==> config.mk <==
export PLATFORM = sky130hd
export DESIGN_NAME = ecg_lut_player_flat
export DESIGN_NICKNAME = d
export VERILOG_FILES = /design/src/rtl/ecg_pkg.sv /design/src/rtl/ecg_lut_player_if.sv /design/src/rtl/ecg_gain_sat.sv /design/src/rtl/ecg_lut_player.sv /design/src/flat_wrapper.sv
export SDC_FILE = /design/constraint.sdc
export NUM_CORES = 1
export LEC_CHECK = 0
export CAP_MARGIN = 20
export CORE_MARGIN = 10
export CORE_UTILIZATION = 24
export DETAILED_ROUTE_END_ITERATION = 10
export HOLD_SLACK_MARGIN = 0.08
export SLEW_MARGIN = 20
export SYNTH_ARGS = -nofsm -noshare
export SYNTH_HDL_FRONTEND = slang
export SYNTH_SLANG_ARGS = --single-unit
==> constraint.sdc <==
create_clock -name i_clk -period 7.4 [get_ports i_clk]
set_input_delay 0.74 -clock i_clk [delete_from_list [all_inputs] [get_ports i_clk]]
set_output_delay 0.74 -clock i_clk [all_outputs]
set_load 0.005 [all_outputs]
==> src/rtl/ecg_pkg.sv <==
// Shared types, widths and the gain saturation helper for the ECG LUT player.
package ecg_pkg;

    localparam int ADDR_W  = 10;
    localparam int DATA_W  = 24;
    localparam int PHASE_W = 32;
    localparam int GAIN_W  = 8;
    localparam int PROD_W  = DATA_W + GAIN_W + 1;

    localparam logic [GAIN_W-1:0] UNITY_GAIN = {1'b1, {(GAIN_W-1){1'b0}}};

    localparam logic signed [PROD_W-1:0] SAT_MAX = {{(PROD_W-DATA_W+1){1'b0}}, {(DATA_W-1){1'b1}}};
    localparam logic signed [PROD_W-1:0] SAT_MIN = {{(PROD_W-DATA_W+1){1'b1}}, {(DATA_W-1){1'b0}}};

    typedef enum logic [1:0] {
        IDLE  = 2'd0,
        RUN   = 2'd1,
        DRAIN = 2'd2
    } state_t;

    // Drop the unity-gain fraction bits (floor) and clamp to the sample range.
    function automatic logic [DATA_W-1:0] sat_shift(input logic signed [PROD_W-1:0] prod);
        logic signed [PROD_W-1:0] v_sh;
        logic [DATA_W-1:0]        v_res;
        v_sh = prod >>> (GAIN_W - 1);
        if (v_sh > SAT_MAX) begin
            v_res = {1'b0, {(DATA_W-1){1'b1}}};
        end else if (v_sh < SAT_MIN) begin
            v_res = {1'b1, {(DATA_W-1){1'b0}}};
        end else begin
            v_res = v_sh[DATA_W-1:0];
        end
        return v_res;
    endfunction

endpackage

==> src/rtl/ecg_lut_player_if.sv <==
// Valid/ready sample stream from the LUT player to the DAC/filter chain.
interface ecg_lut_player_if;
    import ecg_pkg::*;

    logic [DATA_W-1:0] sample;
    logic              valid;
    logic              ready;

    modport master (output sample, output valid, input ready);
    modport slave  (input sample, input valid, output ready);

endinterface

==> src/rtl/ecg_gain_sat.sv <==
// Output stage: signed sample times unsigned gain, rescaled and saturated, held while stalled.
module ecg_gain_sat
    import ecg_pkg::*;
(
    input  logic              i_clk,
    input  logic              i_rst_n,
    input  logic              i_en,
    input  logic              i_valid,
    input  logic [DATA_W-1:0] i_sample,
    input  logic [GAIN_W-1:0] i_gain,
    output logic              o_valid,
    output logic [DATA_W-1:0] o_sample
);

    logic signed [PROD_W-1:0] w_a;
    logic signed [PROD_W-1:0] w_b;
    logic signed [PROD_W-1:0] w_prod;

    // The gain gets a zero sign bit so it is always treated as positive.
    assign w_a    = {{(PROD_W-DATA_W){i_sample[DATA_W-1]}}, i_sample};
    assign w_b    = {{(PROD_W-GAIN_W){1'b0}}, i_gain};
    assign w_prod = w_a * w_b;

    // Output register, advancing only when the stream can move.
    always_ff @(posedge i_clk or negedge i_rst_n) begin
        if (!i_rst_n) begin
            o_valid  <= 1'b0;
            o_sample <= {DATA_W{1'b0}};
        end else if (i_en) begin
            o_valid  <= i_valid;
            o_sample <= sat_shift(w_prod);
        end
    end

endmodule

==> src/rtl/ecg_lut_player.sv <==
// Phase-accumulator reader of the ECG waveform LUT with gain stage and valid/ready output.
module ecg_lut_player
    import ecg_pkg::*;
(
    input  logic               i_clk,
    input  logic               i_rst_n,
    input  logic               i_start,
    input  logic               i_stop,
    input  logic               i_one_shot,
    input  logic [PHASE_W-1:0] i_ftw,
    input  logic [GAIN_W-1:0]  i_gain,
    output logic [ADDR_W-1:0]  o_lut_addr,
    input  logic [DATA_W-1:0]  i_lut_data,
    output logic               o_busy,
    output logic               o_wrap,
    ecg_lut_player_if.master   stream
);

    state_t             r_state;
    logic [PHASE_W-1:0] r_phase;
    logic [PHASE_W-1:0] r_ftw;
    logic [GAIN_W-1:0]  r_gain;
    logic               r_one_shot;
    logic [ADDR_W-1:0]  r_addr;
    logic               r_s0_valid;
    logic               r_s1_valid;
    logic [DATA_W-1:0]  r_s1_data;
    logic               r_busy;
    logic               r_wrap;

    logic               w_adv;
    logic [PHASE_W:0]   w_sum;
    logic               w_carry;
    logic               w_last;
    logic               w_empty;
    logic               w_s2_valid;
    logic [DATA_W-1:0]  w_s2_sample;

    assign w_adv   = !w_s2_valid || stream.ready;
    assign w_sum   = {1'b0, r_phase} + {1'b0, r_ftw};
    assign w_carry = w_sum[PHASE_W];
    // A zero step never carries, so one-shot would otherwise never end.
    assign w_last  = r_one_shot && (w_carry || (r_ftw == {PHASE_W{1'b0}}));
    assign w_empty = !r_s0_valid && !r_s1_valid && !w_s2_valid;

    // Control FSM, phase accumulator and S0 address stage.
    always_ff @(posedge i_clk or negedge i_rst_n) begin
        if (!i_rst_n) begin
            r_state    <= IDLE;
            r_phase    <= {PHASE_W{1'b0}};
            r_ftw      <= {PHASE_W{1'b0}};
            r_gain     <= UNITY_GAIN;
            r_one_shot <= 1'b0;
            r_addr     <= {ADDR_W{1'b0}};
            r_s0_valid <= 1'b0;
            r_busy     <= 1'b0;
            r_wrap     <= 1'b0;
        end else begin
            r_wrap <= 1'b0;
            case (r_state)
                IDLE: begin
                    if (i_start && !i_stop) begin
                        r_ftw      <= i_ftw;
                        r_gain     <= i_gain;
                        r_one_shot <= i_one_shot;
                        r_phase    <= {PHASE_W{1'b0}};
                        r_addr     <= {ADDR_W{1'b0}};
                        r_s0_valid <= 1'b1;
                        r_busy     <= 1'b1;
                        r_state    <= RUN;
                    end
                end
                RUN: begin
                    if (w_adv) begin
                        if (i_stop) begin
                            r_s0_valid <= 1'b0;
                            r_state    <= DRAIN;
                        end else if (w_last) begin
                            r_phase    <= w_sum[PHASE_W-1:0];
                            r_wrap     <= w_carry;
                            r_s0_valid <= 1'b0;
                            r_state    <= DRAIN;
                        end else begin
                            r_phase    <= w_sum[PHASE_W-1:0];
                            r_addr     <= w_sum[PHASE_W-1 -: ADDR_W];
                            r_wrap     <= w_carry;
                            r_s0_valid <= 1'b1;
                        end
                    end else if (i_stop) begin
                        // Stalled: keep the S0 sample, it drains once the stream moves.
                        r_state <= DRAIN;
                    end
                end
                DRAIN: begin
                    if (w_adv) begin
                        r_s0_valid <= 1'b0;
                    end
                    if (w_empty) begin
                        r_busy  <= 1'b0;
                        r_state <= IDLE;
                    end
                end
                default: begin
                    r_s0_valid <= 1'b0;
                    r_busy     <= 1'b0;
                    r_state    <= IDLE;
                end
            endcase
        end
    end

    // S1: capture the combinational LUT read for the issued address.
    always_ff @(posedge i_clk or negedge i_rst_n) begin
        if (!i_rst_n) begin
            r_s1_valid <= 1'b0;
            r_s1_data  <= {DATA_W{1'b0}};
        end else if (w_adv) begin
            r_s1_valid <= r_s0_valid;
            r_s1_data  <= i_lut_data;
        end
    end

    ecg_gain_sat u_gain_sat (
        .i_clk    (i_clk),
        .i_rst_n  (i_rst_n),
        .i_en     (w_adv),
        .i_valid  (r_s1_valid),
        .i_sample (r_s1_data),
        .i_gain   (r_gain),
        .o_valid  (w_s2_valid),
        .o_sample (w_s2_sample)
    );

    assign stream.valid  = w_s2_valid;
    assign stream.sample = w_s2_sample;
    assign o_lut_addr    = r_addr;
    assign o_busy        = r_busy;
    assign o_wrap        = r_wrap;

endmodule
==> src/flat_wrapper.sv <==
// flat-port wrapper written by rule: the top's interface ports become plain ports
module ecg_lut_player_flat import ecg_pkg::*;
  (i_clk, i_rst_n, i_start, i_stop, i_one_shot, i_ftw, i_gain, o_lut_addr, i_lut_data, o_busy, o_wrap, stream_sample, stream_valid, stream_ready);
  ecg_lut_player_if stream_i ();
  input  logic i_clk;
  input  logic i_rst_n;
  input  logic i_start;
  input  logic i_stop;
  input  logic i_one_shot;
  input  logic [PHASE_W-1:0] i_ftw;
  input  logic [GAIN_W-1:0] i_gain;
  output logic [ADDR_W-1:0] o_lut_addr;
  input  logic [DATA_W-1:0] i_lut_data;
  output logic o_busy;
  output logic o_wrap;
  output wire logic [$bits(stream_i.sample)-1:0] stream_sample;
  output wire logic [$bits(stream_i.valid)-1:0] stream_valid;
  input wire logic [$bits(stream_i.ready)-1:0] stream_ready;
  assign stream_sample = stream_i.sample;
  assign stream_valid = stream_i.valid;
  assign stream_i.ready = stream_ready;
  ecg_lut_player u_core (.i_clk(i_clk), .i_rst_n(i_rst_n), .i_start(i_start), .i_stop(i_stop), .i_one_shot(i_one_shot), .i_ftw(i_ftw), .i_gain(i_gain), .o_lut_addr(o_lut_addr), .i_lut_data(i_lut_data), .o_busy(o_busy), .o_wrap(o_wrap), .stream(stream_i));
endmodule
After elaboration in Yosys (flattened, before gate mapping)

Index checks and enable logic that the tools add are counted.

Bits in registers: 138
Input port bits: 70
Output and inout bits: 37
Logic and storage cells: 76

Add/subtract/negate cells: 1
Multiply operators: 1
$lt $le $gt $ge: 2
Eq/ne operators: 10
Multiplexer cells: 29
Bitwise operators: 1
Reductions and logical operators: 19

Operators by type and width:

| operator                                                                          | count |
|---|---|
| 32-bit two-way mux                                                                | 3 |
| 32-bit case mux with 2 select lines                                               | 1 |
| 24-bit two-way mux                                                                | 2 |
| 10-bit two-way mux                                                                | 4 |
| 32-bit by 32-bit adder with 33-bit output                                         | 1 |
| 24-bit by 9-bit multiplier with 33-bit output                                     | 1 |
| 32-bit logical NOT                                                                | 1 |
| 26-bit by 24-bit greater-than comparator with 1-bit output, second input constant | 1 |
| 26-bit by 24-bit < comparator with 1-bit output, second input constant            | 1 |
| 10-bit case mux with 2 select lines                                               | 1 |
| 2-bit two-way mux                                                                 | 6 |
| 1-bit two-way mux                                                                 | 9 |
| 2-bit inequality test, second input constant                                      | 4 |
| 4-bit AND reduction                                                               | 2 |
| 1-bit case mux with 3 select lines                                                | 2 |
| 2-bit case mux with 3 select lines                                                | 1 |
| 3-bit AND reduction                                                               | 2 |
| 5-bit AND reduction                                                               | 1 |
| 1-bit logical AND                                                                 | 4 |
| 1-bit logical NOT                                                                 | 4 |
| 2-bit by 1-bit inequality test with 1-bit output, second input constant           | 2 |
| 3-bit by 2-bit inequality test with 1-bit output, second input constant           | 1 |
| 3-bit inequality test, second input constant                                      | 1 |
| 2-bit by 1-bit equality test with 1-bit output, second input constant             | 1 |
| 6 further kinds                                                                   | 7 |

Depth between registers and ports, before layout

Word-level depth: 7
Gate-level depth with buffers: 23
Depth with buffers taken out: 20

Modules after synthesis

A second synthesis with hierarchy kept.

Cells, all modules: 1424
Area total of the unflattened synthesis: 13678.1 µm²

By module, submodules not included:

| module         | instances | cells an instance | area an instance (µm²) | sequential area each (µm²) |
|---|---|---|---|---|
| ecg_gain_sat   | 1         | 853               | 7591.0                 | 625.6 |
| ecg_lut_player | 1         | 571               | 6087.1                 | 2829.0 |

Least setup slack after synthesis

Ideal clock, no wire load.

Path type: register -> register
Start: register u_core.r_gain[5]
End: register u_core.u_gain_sat.o_sample[18]
Library setup time: 0.126 ns
Data arrival time: 5.386 ns
Required time: 7.274 ns
Path slack: 1.888 ns
Cell stages (with the launch flop): 21
Buffers on the path: 2
Period minus slack after synthesis: 5.512 ns
Path through: dfrtp_1 clkbuf_1 nand2_1 fa_1 inv_1 fa_1 fa_1 inv_1 fa_1 inv_1 ha_1 a21oi_1 nor2_1 a2111oi_0 a21oi_1 o31ai_1 nor3_1 a21o_1 buf_6 and2_1 a221o_1

Cells in the longest elaborated chain, start to end: 4
Elaborated cells on any way between the ends: 5
Classes of those cells: 1 x mul; 2 x order compare; 2 x mux

Ends and longest elaborated chain:

| item                                              | RTL line             | source |
|---|---|---|
| start, declared                                   | ecg_lut_player.sv:22 | `logic [GAIN_W-1:0] r_gain;` |
| start signal, assigned                            | ecg_lut_player.sv:64 | `r_gain <= i_gain;` |
| 24-bit by 9-bit multiplier with 33-bit output (*) | ecg_gain_sat.sv:22   | `assign w_prod = w_a * w_b;` |
| 26-bit by 24-bit < comparator with 1-bit output   | ecg_pkg.sv:28        | `end else if (v_sh < SAT_MIN) begin` |
| 24-bit two-way mux                                | ecg_pkg.sv:28        |  |
| 24-bit two-way mux (*)                            | ecg_pkg.sv:26        | `if (v_sh > SAT_MAX) begin` |
| end signal, assigned                              | ecg_gain_sat.sv:28   | `o_sample <= {DATA_W{1'b0}};` |
| end signal, assigned                              | ecg_gain_sat.sv:31   | `o_sample <= sat_shift(w_prod);` |
| end, declared                                     | ecg_gain_sat.sv:12   | `output logic [DATA_W-1:0] o_sample` |

Every way passes the cells marked *; elsewhere a longest branch is shown, timed or not.
A chain may end at the register's enable or synchronous reset.

Worst setup path after layout

Start: register u_core.r_gain[0]
End: register u_core.u_gain_sat.o_sample[19]

Same word-level chain as after synthesis.

==> results_dict.tcl <==
set metrics [dict create \
    outcome "finished clean" \
    synth_area_leaders "dfrtp_1 25%, fa_1 22%, ha_1 8.5%, nand2_1 7.3%, inv_1 6.3%" \
    n_fill_cell 5949 \
    netlist_instances 1540 \
    hold_ws_ps 312.8 \
    startpoint "u_core.r_gain[0]" \
    start_kind "flop" \
    crit_top_cell "fa_1" \
    grtUsageTotal 0.1162 \
    critPathBufInv 3 \
    reg2reg_to "u_core.u_gain_sat.o_sample[19]" \
    yosys.cell_types.count 68 \
    drive_above_1_share 0.07041 \
    root_buffer "clkbuf_16" \
    min_period_ps 6451 \
    ant_nets 0 \
    vias 10800 \
    core_area_um2 56710 \
    crit_family "adder cells" \
    grt_pass1_vias 11280 \
    syn_to_final_growth_pct 17.37 \
    crit_chain "nand2_1, fa_1, fa_1, inv_1, fa_1, inv_1, fa_1, inv_1, ha_1, nor3_1, o211ai_1, a31oi_1, mux2i_1, o31ai_1, nor3_1, a21o_1, nand2_2, o21ai_0" \
    worstMarginPinSlew_ps 1011 \
    hold_class "in -> async" \
    fmax_mhz 155.0 \
    rsz0062_at_grt "no" \
    synthArstFlopShare 1.000 \
    synth_compound_area_frac 0.1185 \
    yosys_warnings 0 \
    synth_edf_count 0 \
    synth_top_area_cell "dfrtp_1" \
    numCtsBuffers 17 \
    arrival_ps 6810 \
    fp-row-count 87 \
    first_pass_iters 5 \
    postLayoutCellArea_um2 16220 \
    crit_fanout 24 \
    cap_violations 0 \
    grt_max_degree 74 \
    initial_utilization 0.2436 \
    ctsHoldBuffers 0 \
    cts_resized 0 \
    place_area_um2 15590 \
    dp_slack_ps 1060 \
    synth_flop_cell "dfrtp_1" \
    grt_pass1_wl_um 62810 \
    synthSimpleGateAreaFrac 0.1726 \
    synth_top_area_share 0.2481 \
    synthesis.area_um2 13820 \
    dp_hpwl_um 29840 \
    endpoint "u_core.u_gain_sat.o_sample[19]" \
    ios 107 \
    numClockSinks 138 \
    die_w_um 259.9 \
    slowest_stage "dfrtp_1" \
    clk_transition_reported_paths_ps 70 \
    synth.most_common_cell "nand2_1" \
    fin_tns_setup_ps 0 \
    r2r-start "u_core.r_gain[0]" \
    rrSetupSlack_ps 950 \
    synth_mux_area_frac 0.03740 \
    ys_ff_latch 138 \
    relSlewSlack 0.3230 \
    cp.depth 18 \
    skew_ps 15.54 \
    clockBufferDepth 2 \
    cts_setup_buffers 0 \
    finalMaxSlewViolations 0 \
    antenna_found_initial 0 \
    via_per_inst 4.546 \
    setup_viol 0 \
    grt_overflow 0 \
    cts_max_level 4 \
    synth_fa_ha_area_frac 0.3025 \
    io_buffers 106 \
    crit_path_max_incr_delay_ps 860 \
    crit_type "reg -> reg" \
    wl_per_cell_um 16.06 \
    ff2ff_path_depth 18 \
    synth_top_family_by_area "adder cells" \
    drt_iter0_markers 667 \
    synth_xor_area_frac 0.03360 \
    synth_nets 1854 \
    clk-insertion-delay-late_ps 450 \
    diodes 0 \
    cts_tree "built" \
    yosysSeqAreaShare 0.2500 \
    nNetsFinal 1920 \
    dieArea_um2 67560 \
    drc 0 \
    wl_um 38150 \
    place.gp.congestion 0.8920 \
    die_h_um 259.9 \
    postSynthAreaPerCell_um2 8.971 \
    fin_crit_sh 0.8717 \
    yosys-top-cells-count "268 x nand2_1, 232 x inv_1, 150 x fa_1, 137 x dfrtp_1, 97 x and2_1" \
    setup_slack_ps 949.3 \
    critPathRequiredTime_ps 7760 \
    cp-end-kind "flop" \
    hold_viol 0 \
]
cells in the final DEF, fill, tap and decap left out, types with 17 or more instances in the layout:
| cell | Yosys | final |
|---|---|---|
| a21o_1 | 26 | 26 |
| a21oi_1 | 57 | 57 |
| and2_1 | 97 | 97 |
| clkbuf_16 | 0 | 17 |
| clkdlybuf4s50_1 | 0 | 105 |
| dfrtp_1 | 137 | 137 |
| fa_1 | 150 | 150 |
| ha_1 | 94 | 94 |
| inv_1 | 232 | 232 |
| mux2_2 | 45 | 45 |
| nand2_1 | 268 | 268 |
| nor2_1 | 66 | 66 |
| o21ai_0 | 51 | 51 |
| o31ai_1 | 24 | 24 |
| xnor2_1 | 32 | 32 |
| xor2_1 | 21 | 21 |
how the worst min path moves through the flow:
| stage | startpoint | depth (start not counted) | slack [ps] | to |
|---|---|---|---|---|
| after floorplan | i_rst_n | 0 | 440 | u_core.o_busy |
| after global placement | u_core.r_phase[31] | 2 | 470 | u_core.r_phase[31] |
| after detailed placement | u_core.o_lut_addr[0] | 2 | 470 | u_core.o_lut_addr[0] |
| after CTS | i_rst_n | 1 | 330 | u_core.o_lut_addr[7] |
| after global routing | i_rst_n | 1 | 370 | u_core.o_lut_addr[7] |
| final | i_rst_n | 1 | 310 | u_core.o_lut_addr[7] |
stage by stage:
stage          instances  utilization
6_report            2375       0.2859
5_1_grt             2375       0.2859
4_1_cts             2375       0.2858
3_5_place_dp        2343       0.2749
3_3_place_gp        2343       0.2749
2_1_floorplan       1540            -
flip-flops by register name, summed over array words and instances, names as in the netlist, 2 cells and up:
register                    count
u_core.r_state                  2
u_core.r_ftw                   32
u_core.o_lut_addr              10
u_core.r_gain                   8
u_core.r_phase                 32
u_core.u_gain_sat.o_sample     24
u_core.r_s1_data               24
logic make-up after synthesis:
group | Yosys count
compound gates | 243
xor+xnor | 53
fa+ha+maj | 244
buf+inv | 299
flops | 138
mux | 46
simple gates | 517
layout make-up:
class | count | area, µm² | share of cell area
Inverter | 232 | 870.8 | 0.05370
Sequential cell | 138 | 3455 | 0.2130
Clock buffer | 18 | 439.2 | 0.02708
Tap cell | 756 | 945.9 | 0.05833
Multi-Input combinational cell | 1103 | 9201 | 0.5674
Clock inverter | 14 | 181.4 | 0.01119
Timing Repair Buffer | 114 | 1122 | 0.06921
per-layer routing:
metal	vias to the layer above	GRT usage	wire length, µm
met3	35	0.03922	3067
met2	311	0.1793	17060
met4	0	0.02258	380
met5	-	0	0
met1	5344	0.1556	17650
li1	5107	-	-
worst reg2reg max path, cell delays in order, from the launching register on:
cell      delay, ps
dfrtp_1         860
nand2_1         270
fa_1            670
fa_1            540
inv_1            50
fa_1            500
inv_1            50
fa_1            540
inv_1            40
ha_1            270
nor3_1          370
o211ai_1        150
a31oi_1         400
mux2i_1         240
o31ai_1          90
nor3_1          420
a21o_1          540
nand2_2         160
o21ai_0         220
Power is not shown: default switching activity piles up to over one toggle a cycle in this logic, so the estimate is an artifact.
